### src/rtl/alu_pkg.sv
// Shared constants and types for the ALU and its two-requester arbiter front end.
package alu_pkg;

  localparam int unsigned ALU_WIDTH = 8;
  localparam int unsigned ALU_OPW   = 4;
  localparam int unsigned CNTW      = 16;

  localparam logic [3:0] OP_ADD = 4'b0000;
  localparam logic [3:0] OP_SUB = 4'b0001;
  localparam logic [3:0] OP_AND = 4'b0010;
  localparam logic [3:0] OP_SLT = 4'b1000;
  localparam logic [3:0] OP_SHL = 4'b1011;
  localparam logic [3:0] OP_SRA = 4'b1101;

  localparam int unsigned FLG_Z = 3;
  localparam int unsigned FLG_S = 2;
  localparam int unsigned FLG_C = 1;
  localparam int unsigned FLG_V = 0;

  typedef enum logic [1:0] {
    IDLE = 2'd0,
    EXEC = 2'd1,
    RESP = 2'd2
  } state_e;

endpackage

### src/rtl/alu.sv
// Combinational ALU: result plus zero/sign/carry/overflow flags; unknown opcodes give zero.
module alu
  import alu_pkg::*;
#(
  parameter int unsigned WIDTH = ALU_WIDTH,
  parameter int unsigned OPW   = ALU_OPW
) (
  input  logic [WIDTH-1:0] a,
  input  logic [WIDTH-1:0] b,
  input  logic [OPW-1:0]   op,
  output logic [WIDTH-1:0] result_c,
  output logic             zf_c,
  output logic             sf_c,
  output logic             cf_c,
  output logic             vf_c
);

  localparam int unsigned SHW = $clog2(WIDTH);

  logic [WIDTH-1:0] res;
  logic             cf;
  logic             vf;

  // Carry on SUB is the borrow; carry on SHL is the last bit shifted out.
  always_comb begin
    res = '0;
    cf  = 1'b0;
    vf  = 1'b0;
    case (op)
      OP_ADD: begin
        {cf, res} = {1'b0, a} + {1'b0, b};
        vf = (a[WIDTH-1] == b[WIDTH-1]) && (res[WIDTH-1] != a[WIDTH-1]);
      end
      OP_SUB: begin
        {cf, res} = {1'b0, a} - {1'b0, b};
        vf = (a[WIDTH-1] != b[WIDTH-1]) && (res[WIDTH-1] != a[WIDTH-1]);
      end
      OP_AND: res = a & b;
      OP_SLT: res = WIDTH'($signed(a) < $signed(b));
      OP_SHL: {cf, res} = {1'b0, a} << b[SHW-1:0];
      OP_SRA: res = WIDTH'($signed(a) >>> b[SHW-1:0]);
      default: res = '0;
    endcase
  end

  assign result_c = res;
  assign zf_c     = (res == '0);
  assign sf_c     = res[WIDTH-1];
  assign cf_c     = cf;
  assign vf_c     = vf;

endmodule

### src/rtl/alu_arbiter_rr_arb2.sv
// Two-way round-robin grant: on a tie the requester that did not win last time goes first.
module rr_arb2 (
  input  logic req0_valid,
  input  logic req1_valid,
  input  logic last_grant,
  output logic grant0_c,
  output logic grant1_c
);

  assign grant0_c = req0_valid & (~req1_valid | last_grant);
  assign grant1_c = req1_valid & (~req0_valid | ~last_grant);

endmodule

### src/rtl/alu_arbiter.sv
// Shares one ALU between two valid/ready requesters, one op in flight, id-tagged responses.
// Optional per-requester completion counters enabled by ALU_ARB_CNT_EN.
module alu_arbiter
  import alu_pkg::*;
#(
  parameter int unsigned WIDTH = ALU_WIDTH,
  parameter int unsigned OPW   = ALU_OPW
) (
  input  logic             clk,
  input  logic             rst_n,
  input  logic             req0_valid,
  output logic             req0_ready,
  input  logic [WIDTH-1:0] req0_a,
  input  logic [WIDTH-1:0] req0_b,
  input  logic [OPW-1:0]   req0_op,
  input  logic             req1_valid,
  output logic             req1_ready,
  input  logic [WIDTH-1:0] req1_a,
  input  logic [WIDTH-1:0] req1_b,
  input  logic [OPW-1:0]   req1_op,
  output logic             rsp_valid,
  input  logic             rsp_ready,
  output logic             rsp_id,
  output logic [WIDTH-1:0] rsp_result,
  output logic [3:0]       rsp_flags,
  output logic [CNTW-1:0]  cnt0,
  output logic [CNTW-1:0]  cnt1
);

  state_e           state_q, state_d;
  logic             last_grant_q, last_grant_d;
  logic [WIDTH-1:0] a_q, a_d, b_q, b_d;
  logic [OPW-1:0]   op_q, op_d;
  logic             id_q, id_d;
  logic             rsp_valid_q, rsp_valid_d;
  logic             rsp_id_q, rsp_id_d;
  logic [WIDTH-1:0] rsp_result_q, rsp_result_d;
  logic [3:0]       rsp_flags_q, rsp_flags_d;

  logic             grant0_c, grant1_c;
  logic [WIDTH-1:0] alu_result_c;
  logic             alu_z_c, alu_s_c, alu_c_c, alu_v_c;

  rr_arb2 u_rr_arb2 (
    .req0_valid (req0_valid),
    .req1_valid (req1_valid),
    .last_grant (last_grant_q),
    .grant0_c   (grant0_c),
    .grant1_c   (grant1_c)
  );

  alu #(
    .WIDTH (WIDTH),
    .OPW   (OPW)
  ) u_alu (
    .a        (a_q),
    .b        (b_q),
    .op       (op_q),
    .result_c (alu_result_c),
    .zf_c     (alu_z_c),
    .sf_c     (alu_s_c),
    .cf_c     (alu_c_c),
    .vf_c     (alu_v_c)
  );

  assign req0_ready = (state_q == IDLE) & grant0_c;
  assign req1_ready = (state_q == IDLE) & grant1_c;

  // Next-state and datapath capture.
  always_comb begin
    state_d      = state_q;
    last_grant_d = last_grant_q;
    a_d          = a_q;
    b_d          = b_q;
    op_d         = op_q;
    id_d         = id_q;
    rsp_valid_d  = rsp_valid_q;
    rsp_id_d     = rsp_id_q;
    rsp_result_d = rsp_result_q;
    rsp_flags_d  = rsp_flags_q;
    case (state_q)
      IDLE: begin
        if (grant0_c || grant1_c) begin
          a_d          = grant1_c ? req1_a  : req0_a;
          b_d          = grant1_c ? req1_b  : req0_b;
          op_d         = grant1_c ? req1_op : req0_op;
          id_d         = grant1_c;
          last_grant_d = grant1_c;
          state_d      = EXEC;
        end
      end
      EXEC: begin
        rsp_result_d        = alu_result_c;
        rsp_flags_d[FLG_Z]  = alu_z_c;
        rsp_flags_d[FLG_S]  = alu_s_c;
        rsp_flags_d[FLG_C]  = alu_c_c;
        rsp_flags_d[FLG_V]  = alu_v_c;
        rsp_id_d            = id_q;
        rsp_valid_d         = 1'b1;
        state_d             = RESP;
      end
      RESP: begin
        if (rsp_ready) begin
          rsp_valid_d = 1'b0;
          state_d     = IDLE;
        end
      end
      default: state_d = IDLE;
    endcase
  end

  always_ff @(posedge clk or negedge rst_n) begin
    if (!rst_n) begin
      state_q      <= IDLE;
      last_grant_q <= 1'b1;
      a_q          <= '0;
      b_q          <= '0;
      op_q         <= '0;
      id_q         <= 1'b0;
      rsp_valid_q  <= 1'b0;
      rsp_id_q     <= 1'b0;
      rsp_result_q <= '0;
      rsp_flags_q  <= '0;
    end else begin
      state_q      <= state_d;
      last_grant_q <= last_grant_d;
      a_q          <= a_d;
      b_q          <= b_d;
      op_q         <= op_d;
      id_q         <= id_d;
      rsp_valid_q  <= rsp_valid_d;
      rsp_id_q     <= rsp_id_d;
      rsp_result_q <= rsp_result_d;
      rsp_flags_q  <= rsp_flags_d;
    end
  end

  assign rsp_valid  = rsp_valid_q;
  assign rsp_id     = rsp_id_q;
  assign rsp_result = rsp_result_q;
  assign rsp_flags  = rsp_flags_q;

`ifdef ALU_ARB_CNT_EN
  logic [CNTW-1:0] cnt0_q, cnt0_d, cnt1_q, cnt1_d;

  // Count completed responses per requester; wraps naturally.
  always_comb begin
    cnt0_d = cnt0_q;
    cnt1_d = cnt1_q;
    if (rsp_valid_q && rsp_ready) begin
      if (rsp_id_q) cnt1_d = cnt1_q + CNTW'(1);
      else          cnt0_d = cnt0_q + CNTW'(1);
    end
  end

  always_ff @(posedge clk or negedge rst_n) begin
    if (!rst_n) begin
      cnt0_q <= '0;
      cnt1_q <= '0;
    end else begin
      cnt0_q <= cnt0_d;
      cnt1_q <= cnt1_d;
    end
  end

  assign cnt0 = cnt0_q;
  assign cnt1 = cnt1_q;
`else
  assign cnt0 = '0;
  assign cnt1 = '0;
`endif

endmodule
### config.mk
export PLATFORM = sky130hd
export DESIGN_NAME = alu_arbiter
export DESIGN_NICKNAME = d
export VERILOG_FILES = /design/src/rtl/alu_pkg.sv /design/src/rtl/alu.sv /design/src/rtl/alu_arbiter_rr_arb2.sv /design/src/rtl/alu_arbiter.sv
export SDC_FILE = /design/constraint.sdc
export NUM_CORES = 1
export LEC_CHECK = 0
export ABC_AREA = 1
export ABC_CLOCK_PERIOD_IN_PS = 1900
export BUFFER_PORTS_ARGS = -buffer_cell sky130_fd_sc_hd__buf_4
export CORE_MARGIN = 5
export CORE_UTILIZATION = 45
export DETAILED_ROUTE_END_ITERATION = 8
export HOLD_SLACK_MARGIN = 0.06
export PLACE_DENSITY = 0.77
export SLEW_MARGIN = 20
export SYNTH_ARGS = -nofsm -noshare
export SYNTH_HDL_FRONTEND = slang
export SYNTH_HIERARCHICAL = 1
export SYNTH_SLANG_ARGS = --single-unit
export TNS_END_PERCENT = 5
### constraint.sdc
create_clock -name clk -period 1.9 [get_ports clk]
set_input_delay 0 -clock clk [delete_from_list [all_inputs] [get_ports clk]]
set_output_delay 0 -clock clk [all_outputs]
set_load 0.01 [all_outputs]
==> results by group, run 1 <==
Drt
  – DRT Pass-1 Iters: 5
  – Post-Route WL: 11200 microns
  – Vias after detailed routing: 4059
  – DR iter-0 viols: 327
  – Drt drc: 0
  – Post-route ant nets: 0
  – Via density: 4.89
  – WL/cell: 13.5 microns

Clock network
  – Root Driver: clkbuf_8
  – TritonCTS clock tree: built
  – CTS sink cnt: 38
  – Reg clk slew, reported paths: 0.08 ns
  – H-tree levels: 2
  – Worst skew pair latency: 0.30 ns
  – Clk buf depth: 2
  – Postcts setup bufs: 0
  – TritonCTS Buffers: 5

Yosys
  – #FFs+latches synth: 38
  – Mapped Cells: 595
  – Mapped Area: 3680 sq um
  – Fraction of registers with async set/reset: 100%
  – Post-synth EDFFs: 0
  – Synth Warn #: 6
  – Share of the synthesized area in the top cell type: 29.0%
  – Synth cell types: 33
  – Prevailing post-synth register cell: dfrtp_1
  – Cell taking the most area after synthesis: nand2_1
  – Sequential area share after synthesis: 25.9%
  – Top cells by area, synth: nand2_1, dfrtp_1, buf_4
  – Syn_area_per_cell: 6.18 sq um

Critical path
  – Worst EP arrival: 2.24 ns
  – Cell mode on critical path: nand2_1
  – Slowest CP cell: dfrtp_1
  – Crit path kind: reg2reg
  – Worst Setup Start Kind: register
  – Crit path launch: a_q[0]$_DFFE_PN0P_
  – Slowest stage delay, CP: 0.41 ns
  – Crit-path cells: inv_2 -> ha_4 -> inv_2 -> fa_2 -> nand2_2 -> nand3_4 -> nand3_2 -> nand3_2 -> nand3_2 -> nand2_1 -> inv_1 -> nand2_1 -> nor2_1 -> nand2_1 -> nor2_1 -> nand2_1 -> nand2_1
  – CP endpoint kind: register
  – RR Startpoint: a_q[0]$_DFFE_PN0P_
  – Worst-path maximum fanout: 4
  – CP Data Required Time: 2.14 ns
  – Reg2reg setup slack: -0.10 ns

Timing
  – Setup TNS: -0.210 ns
  – F_max: 499 MHz
  – Fin crit share: 105%
  – Min cycle time layout: 2.00 ns
  – RSZ-0062 raised after global routing: true
  – Final setup viols: 5
  – Final slew viol count: 0
  – Worst Setup Slack, final: -0.104 ns
  – Final Hold Fails: 0
  – Clk_skew: 0.00877 ns

Outcome
  – Status: finished, violations left
  – Failing checks: negative setup slack

Place
  – Port bufs: 60
  – Gpl congestion: 0.934
  – Post-Place Cells: 781
  – Placed Area: 4340 sq um
  – Post-DP HPWL: 8220 microns

Layout
  – End-of-flow core utilization: 61.6%
  – Most frequent cells in the layout: nand2_1, buf_4, inv_1
  – Ant diodes: 0
  – Post-route cell area: 4980 sq um
  – Layout cells sized above 1: 23.3%
  – Fin nets: 788
  – Commonest non-fill, non-tap cell in the layout: nand2_1
  – Fin cells: 830
  – Layout area overhead: 35.6%

Power
  – Net Switching: 4.19 mW
  – Logic pwr share: 72.4%
  – Clock Power Share: 9.9%
  – Leakage power: 2.84 nW
  – Sequential Power Share: 17.7%
  – Switching share of power: 49.7%
  – Power Internal: 4.24 mW
  – PwrDens: 1690 nW/um^2
  – Worst vdd ir: 0.000714 V

Global routing
  – Gr ovfl total: 0
  – Global-route wire length before repair: 18100 microns
  – Vias in the first global route: 3881
  – Initial antenna violation count: 0
  – Largest net degree at the start of global routing: 39
  – Total track usage: 22.2%

Hold path
  – Worst Min Path Start: req0_a[1]
  – Worst hold path class: in2reg

Die
  – Starting density of the core: 45.4%
  – Io pins: 93
  – Die ar.: 10100 sq um
  – Core ar.: 8090 sq um
  – Row count: 33
  – Die height: 100 microns
  – Die X: 100 microns

Job
  – Max cap viols: 0
-- power by group through the flow --
stage          clock, mW  combinational, mW  sequential, mW
2_1_floorplan          0               3.81            1.53
3_3_place_gp           0               5.57            1.46
3_5_place_dp           0               5.63            1.48
4_1_cts            0.842               5.88            1.47
5_1_grt            0.883               6.78            1.54
6_report           0.832               6.10            1.49
-- repair_timing --
| item | 4_1_cts | 5_1_grt |
|---|---|---|
| pin swaps | 5 | 2 |
| gates resized for setup | 6 | 17 |
| gates cloned | 0 | 0 |
| endpoints found under the setup margin | 7 | 23 |
| hold endpoints to repair | 60 | 0 |
| hold buffers | 41 | 0 |
-- sequential cells by signal (all words and copies together), names as in the netlist, 2 cells and up --
signal and count:
b_q 8, rsp_flags 4, a_q 8, state_q 2
rsp_result 8, op_q 4
-- kinds of logic after synthesis --
| group | count (synthesis) | synth area share [%] |
|---|---|---|
| and+or+nand+nor | 390 | 44.1 |
| buffers and inverters | 107 | 16.4 |
| AOI/OAI and AO/OA | 38 | 6.23 |
| DFF | 38 | 25.9 |
| adders and majority gates | 19 | 6.87 |
| xor gates and xnor gates | 2 | 0.476 |
| other | 1 | 0.102 |
-- synth_stat cells, types with 3 or more instances --
| cell | number |
|---|---|
| nand2_1 | 284 |
| inv_1 | 46 |
| nand3_1 | 45 |
| dfrtp_1 | 37 |
| buf_4 | 35 |
| nor2_1 | 33 |
| ha_1 | 17 |
| a21oi_1 | 14 |
| nand2_2 | 10 |
| buf_2 | 9 |
| inv_2 | 9 |
| o21ai_0 | 9 |
| buf_6 | 7 |
| nand4_1 | 6 |
| o211ai_1 | 4 |
| a21oi_2 | 3 |
| nand3_2 | 3 |
| nor2_4 | 3 |
| o21ai_1 | 3 |
-- stage by stage --
step / power [mW] / hold WS [ns] / worst slack [ns]
after floorplan: 5.34 / -0.296 / -0.0120
after global placement: 7.03 / -0.0109 / -0.0995
after detailed placement: 7.11 / -0.00204 / -0.125
after CTS: 8.19 / 0.0607 / -0.0916
after global routing: 9.20 / 0.0909 / -0.242
final: 8.43 / 0.0636 / -0.104
-- critical path: cells and delay by family (launching register included) --
| kind | cells | cell delay [ns] |
|---|---|---|
| adder cells (fa/ha/maj) | 2 | 0.46 |
| buffers and inverters | 3 | 0.16 |
| flip-flops | 1 | 0.41 |
| AND/OR/NAND/NOR | 12 | 0.90 |
-- metal layers --
layer	routed length, microns	global-route usage (%)	part of all wire, %	vias up
met5	0	0	0	-
met4	316	7.77	2.8	0
met3	757	3.68	6.8	23
met2	5370	37.4	48	183
met1	4740	28.9	42	1823
li1	-	-	-	2030
-- area by class of cell --
type	count	area [sq um]
Fill cell	700	3110
Multi-Input combinational cell	481	2360
Timing Repair Buffer	142	1190
Sequential cell	38	955
Inverter	56	215
Tap cell	105	131
Clock buffer	5	68.8
Clock inverter	3	68.8
-- path summary, 6_finish.rpt --
path,to,depth (start not counted)
min,a_q[1]$_DFFE_PN0P_,5
max in group asynchronous,b_q[1]$_DFFE_PN0P_,2
min in group asynchronous,state_q[0]$_DFFE_PN0P_,2
min reg2reg,rsp_id$_DFFE_PN0P_,2
max,rsp_flags[3]$_DFFE_PN0P_,17
max reg2reg,rsp_flags[3]$_DFFE_PN0P_,17
(Power assumes the default switching activity.)
==> run 2, diff against run 1 <==
--- a/config.mk
+++ b/config.mk
@@ -13,6 +13,8 @@
 export DETAILED_ROUTE_END_ITERATION = 8
 export HOLD_SLACK_MARGIN = 0.06
 export PLACE_DENSITY = 0.77
+export SETUP_SLACK_MARGIN = 0.1
+export SKIP_LAST_GASP = 1
 export SLEW_MARGIN = 20
 export SYNTH_ARGS = -nofsm -noshare
 export SYNTH_HDL_FRONTEND = slang
==> run 2 against run 1 <==
The run still ends with negative setup slack left. Sequential power is essentially flat. Combinational power fell by 2%. Via count shrank 0.27%. Cell area is 1.1% lower. Cell count increased by 0.24%. Sequential share of layout area increased by 0.22 points. Sequential cell count unchanged. Largest power group unchanged. Highest routed layer unchanged.
==> results by group, run 2 (synthesized netlist as in run 1, its figures left out) <==
Outcome
  – Status: finished, violations left
  – Failing checks: negative setup slack

Timing
  – F_max: 496 MHz
  – Final Hold Fails: 0
  – Min cycle time layout: 2.02 ns
  – Final slew viol count: 0
  – Clk_skew: 0.00663 ns
  – Worst Setup Slack, final: -0.115 ns
  – RSZ-0062 raised after global routing: true
  – Fin crit share: 106%
  – Final setup viols: 8

Clock network
  – CTS sink cnt: 38
  – Clk buf depth: 2
  – Worst skew pair latency: 0.29 ns
  – Root Driver: clkbuf_8
  – H-tree levels: 2
  – TritonCTS Buffers: 5
  – Reg clk slew, reported paths: 0.08 ns
  – TritonCTS clock tree: built

Layout
  – Multi-input gate area: 2310 sq um
  – Most frequent cells in the layout: nand2_1, buf_4, inv_1
  – Fin nets: 790
  – # fillers: 709
  – Post-route cell area: 4930 sq um
  – Layout cells sized above 1: 22.4%
  – Commonest non-fill, non-tap cell in the layout: nand2_1
  – Ant diodes: 0
  – Area taken by flip-flops and latches: 955 sq um
  – End-of-flow core utilization: 60.9%
  – Fin cells: 832
  – Layout area overhead: 34.0%

Die
  – Core ar.: 8090 sq um
  – Die height: 100 microns
  – Io pins: 93
  – Die ar.: 10100 sq um
  – Starting density of the core: 45.4%
  – Row count: 33
  – Die X: 100 microns

Drt
  – DRT Pass-1 Iters: 5
  – Via density: 4.87
  – DR iter-0 viols: 370
  – Drt drc: 0
  – Post-route ant nets: 0
  – Vias after detailed routing: 4048
  – WL/cell: 13.2 microns
  – Post-Route WL: 11000 microns

Place
  – DP Worst Slack: -0.125 ns
  – Gpl congestion: 0.934
  – Post-DP HPWL: 8220 microns
  – Placed Area: 4340 sq um
  – Post-Place Cells: 781
  – Port bufs: 60

Global routing
  – Vias in the first global route: 3873
  – Global-route wire length before repair: 18000 microns
  – Total track usage: 22.1%
  – Gr ovfl total: 0
  – Largest net degree at the start of global routing: 39
  – Initial antenna violation count: 0

Power
  – Worst vdd ir: 0.000661 V
  – PwrDens: 1680 nW/um^2
  – Leakage power: 2.82 nW
  – Tot Pwr: 8.28 mW

Critical path
  – CP Data Required Time: 2.14 ns
  – Worst-path maximum fanout: 4
  – CP endpoint kind: register
  – Worst Setup Start Kind: register
  – Crit path kind: reg2reg
  – Worst EP arrival: 2.25 ns

Job
  – Max cap viols: 0

Hold path
  – Worst hold path class: in2reg
## run 2: final cells by class
type | instances | area share, %
timing repair buffer | 144 | 24.0
multi-input combinational | 481 | 46.8
inverter | 56 | 4.37
sequential | 38 | 19.4
tap | 105 | 2.67
clock inverter | 3 | 1.40
clock buffer | 5 | 1.40
## run 2: repair_timing
action	CTS	global route
pin swaps	5	0
hold buffers	41	0
resized for setup	4	4
setup buffers	0	2
endpoints found under the setup margin	11	26
hold endpoints to repair	60	0
cloned	0	0
## run 2: where the power goes
group	internal [mW]	switching, mW
combinational	2.47	3.52
clock	0.526	0.303
sequential	1.17	0.301
## run 2: worst paths after layout
kind,from,endpoint,slack (ns),cells past startpoint
max,a_q[0]$_DFFE_PN0P_,rsp_flags[3]$_DFFE_PN0P_,-0.12,15
min,req0_a[1],a_q[1]$_DFFE_PN0P_,0.07,5
max reg2reg,a_q[0]$_DFFE_PN0P_,rsp_flags[3]$_DFFE_PN0P_,-0.12,15
min reg2reg,rsp_id$_DFFE_PN0P_,rsp_id$_DFFE_PN0P_,0.47,2
max in group asynchronous,rst_n,b_q[1]$_DFFE_PN0P_,1.33,2
min in group asynchronous,rst_n,state_q[0]$_DFFE_PN0P_,0.21,2
## run 2: worst max-delay path, cell delays in order (launching register included)
cell,delay [ns]
dfrtp_1,0.41
inv_2,0.08
ha_4,0.12
inv_2,0.04
fa_2,0.36
nand2_2,0.11
nand3_4,0.09
nand3_1,0.14
nand3_1,0.09
nand3_1,0.09
nand2_1,0.07
nor2_1,0.09
nand2_1,0.06
nor2_1,0.08
nand2_1,0.05
nand2_1,0.07
## run 2: metrics by stage
stage	setup TNS, ns	hold WS [ns]
after floorplan	-0.0120	-0.296
after global placement	-0.124	-0.0109
after detailed placement	-0.308	-0.00204
after CTS	-0.185	0.0607
after global routing	-1.99	0.0872
final	-0.345	0.0709
## run 2: routing by layer
layer | vias to the layer above | GRT usage (%) | part of all wire, %
li1 | 2036 | - | -
met1 | 1795 | 28.9 | 43
met2 | 197 | 37.2 | 47
met3 | 20 | 3.47 | 7.1
met4 | 0 | 7.15 | 2.9
met5 | - | 0 | 0
==> run 3, diff against run 2 <==
--- a/config.mk
+++ b/config.mk
@@ -13,6 +13,7 @@
 export DETAILED_ROUTE_END_ITERATION = 8
 export HOLD_SLACK_MARGIN = 0.06
 export PLACE_DENSITY = 0.77
+export RECOVER_POWER = 50
 export SETUP_SLACK_MARGIN = 0.1
 export SKIP_LAST_GASP = 1
 export SLEW_MARGIN = 20
==> run 3 against run 2 <==
The flow still finishes with violations (negative setup slack). Global-route usage unchanged. Critical endpoint unchanged. Cell area about the same. Critical path depth down 3. First-iteration DRC count unchanged. Cell count unchanged. Clock power about the same. Utilization about the same.
==> results by group, run 3 (synthesized netlist as in run 1, its figures left out) <==
Critical path
  – Slowest CP cell: ha_1
  – Crit-path cells: ha_1 -> nor2_2 -> nand4_1 -> nand2_1 -> nand2_1 -> nand3_1 -> nand3_2 -> nor2_1 -> nand2_1 -> nor2_1 -> nand2_1 -> nand2_1
  – Worst EP arrival: 2.27 ns
  – WP depth: 12
  – CP Buf/Inv Count: 0
  – Slowest stage delay, CP: 0.41 ns
  – CP Data Required Time: 2.14 ns
  – Crit path kind: reg2reg
  – Largest delay share family, worst path: simple AND/OR/NAND/NOR gates
  – R2R cell count: 12
  – Cell mode on critical path: nand2_1
  – CP endpoint kind: register
  – Worst-path maximum fanout: 5
  – Worst Setup Start Kind: register

Drt
  – Post-Route WL: 11000 microns
  – Via density: 4.87
  – Post-route ant nets: 0
  – DRT Pass-1 Iters: 5
  – Drt drc: 0
  – WL/cell: 13.2 microns
  – DR iter-0 viols: 370
  – Vias after detailed routing: 4049

Layout
  – Layout area overhead: 34.0%
  – Commonest non-fill, non-tap cell in the layout: nand2_1
  – Post-route cell area: 4930 sq um
  – Layout cells sized above 1: 22.4%
  – Most frequent cells in the layout: nand2_1, buf_4, inv_1
  – Ant diodes: 0
  – Fin nets: 790

Die
  – Row count: 33
  – Io pins: 93
  – Die ar.: 10100 sq um
  – Core ar.: 8090 sq um
  – Die height: 100 microns
  – Starting density of the core: 45.4%
  – Die X: 100 microns

Timing
  – Setup TNS: -0.418 ns
  – RSZ-0062 raised after global routing: true
  – Relative slew slack: 37.1%
  – Min Hold Slack: 0.0694 ns
  – Clk_skew: 0.00666 ns
  – Final Hold Fails: 0
  – Final slew viol count: 0
  – Worst Setup Slack, final: -0.134 ns
  – Least-Margin Pin Slew: 0.944 ns
  – F_max: 492 MHz
  – Final setup viols: 8
  – Min cycle time layout: 2.03 ns
  – Fin crit share: 107%

Power
  – Logic pwr share: 72.3%
  – Sequential Power Share: 17.7%
  – PwrDens: 1680 nW/um^2
  – Switching share of power: 49.8%
  – Clock Power Share: 10.0%
  – Worst vdd ir: 0.000663 V
  – Power Internal: 4.16 mW
  – Leakage power: 2.82 nW
  – Net Switching: 4.13 mW

Hold path
  – Hold path cells: 5
  – Worst hold path class: in2reg

Place
  – Port bufs: 60
  – Gpl congestion: 0.934
  – Post-DP HPWL: 8220 microns
  – Placed Area: 4340 sq um

Clock network
  – TritonCTS Buffers: 5
  – CTS sink cnt: 38
  – Reg clk slew, reported paths: 0.08 ns
  – Root Driver: clkbuf_8
  – H-tree levels: 2
  – TritonCTS clock tree: built
  – Worst skew pair latency: 0.29 ns
  – Clk buf depth: 2

Outcome
  – Failing checks: negative setup slack
  – Status: finished, violations left

Global routing
  – Largest net degree at the start of global routing: 39
  – Vias in the first global route: 3873
  – Total track usage: 22.1%
  – Initial antenna violation count: 0
  – Gr ovfl total: 0
  – Global-route wire length before repair: 18000 microns

Job
  – Max cap viols: 0
-- run 3: repair_timing --
action / in CTS / in global routing
pin swaps: 5 / 0
endpoints found under the setup margin: 11 / 26
cloned: 0 / 0
endpoints found under the hold margin: 60 / 0
gates resized for setup: 4 / 4
setup buffers: 0 / 2
hold buffers: 41 / 0
-- run 3: area by class of cell --
| class | instances | area, sq um |
|---|---|---|
| Fill cell | 710 | 3170 |
| Clock inverter | 3 | 68.8 |
| Clock buffer | 5 | 68.8 |
| Inverter | 56 | 215 |
| Tap cell | 105 | 131 |
| Timing Repair Buffer | 144 | 1180 |
| Sequential cell | 38 | 955 |
| Multi-Input combinational cell | 481 | 2310 |
-- run 3: metrics by stage --
stage	util (%)	power, mW	setup slack (ns)	std cells
floorplan	-	5.34	-0.0120	626
global placement	53.6	7.03	-0.0995	781
detailed placement	53.6	7.11	-0.125	781
CTS	60.6	8.14	-0.0916	830
global route	60.9	9.08	-0.276	832
finish	60.9	8.29	-0.134	832
-- run 3: worst reg2reg max path, cell delays in order (launching register included) --
cell and delay (ns):
dfrtp_1 0.39, ha_1 0.41, nor2_2 0.20, nand4_1 0.21, nand2_1 0.16, nand2_1 0.06
nand3_1 0.09, nand3_2 0.08, nor2_1 0.12, nand2_1 0.05, nor2_1 0.09, nand2_1 0.05
nand2_1 0.07
-- run 3: worst paths after layout --
kind	start	end	slack, ns
worst max register to register	a_q[3]$_DFFE_PN0P_	rsp_flags[3]$_DFFE_PN0P_	-0.13
min in group asynchronous	rst_n	state_q[0]$_DFFE_PN0P_	0.38
max in group asynchronous	rst_n	b_q[1]$_DFFE_PN0P_	0.88
worst min register to register	rsp_id$_DFFE_PN0P_	rsp_id$_DFFE_PN0P_	0.47
worst min-delay path	req0_a[1]	a_q[1]$_DFFE_PN0P_	0.07
worst max-delay path	a_q[3]$_DFFE_PN0P_	rsp_flags[3]$_DFFE_PN0P_	-0.13
-- run 3: power groups by stage --
stage               registers (mW)  logic, mW  clock network [mW]
CTS                           1.47       5.83               0.842
detailed placement            1.48       5.63                   0
finish                        1.47       5.99               0.830
global route                  1.52       6.68               0.883
floorplan                     1.53       3.81                   0
global placement              1.46       5.57                   0
-- run 3: layer usage --
layer	track usage [%]	up-vias	share of wire, %
met3	3.47	17	7.1
met2	37.2	181	48
met1	28.9	1814	43
met4	7.15	0	2.7
met5	0	-	0
li1	-	2037	-
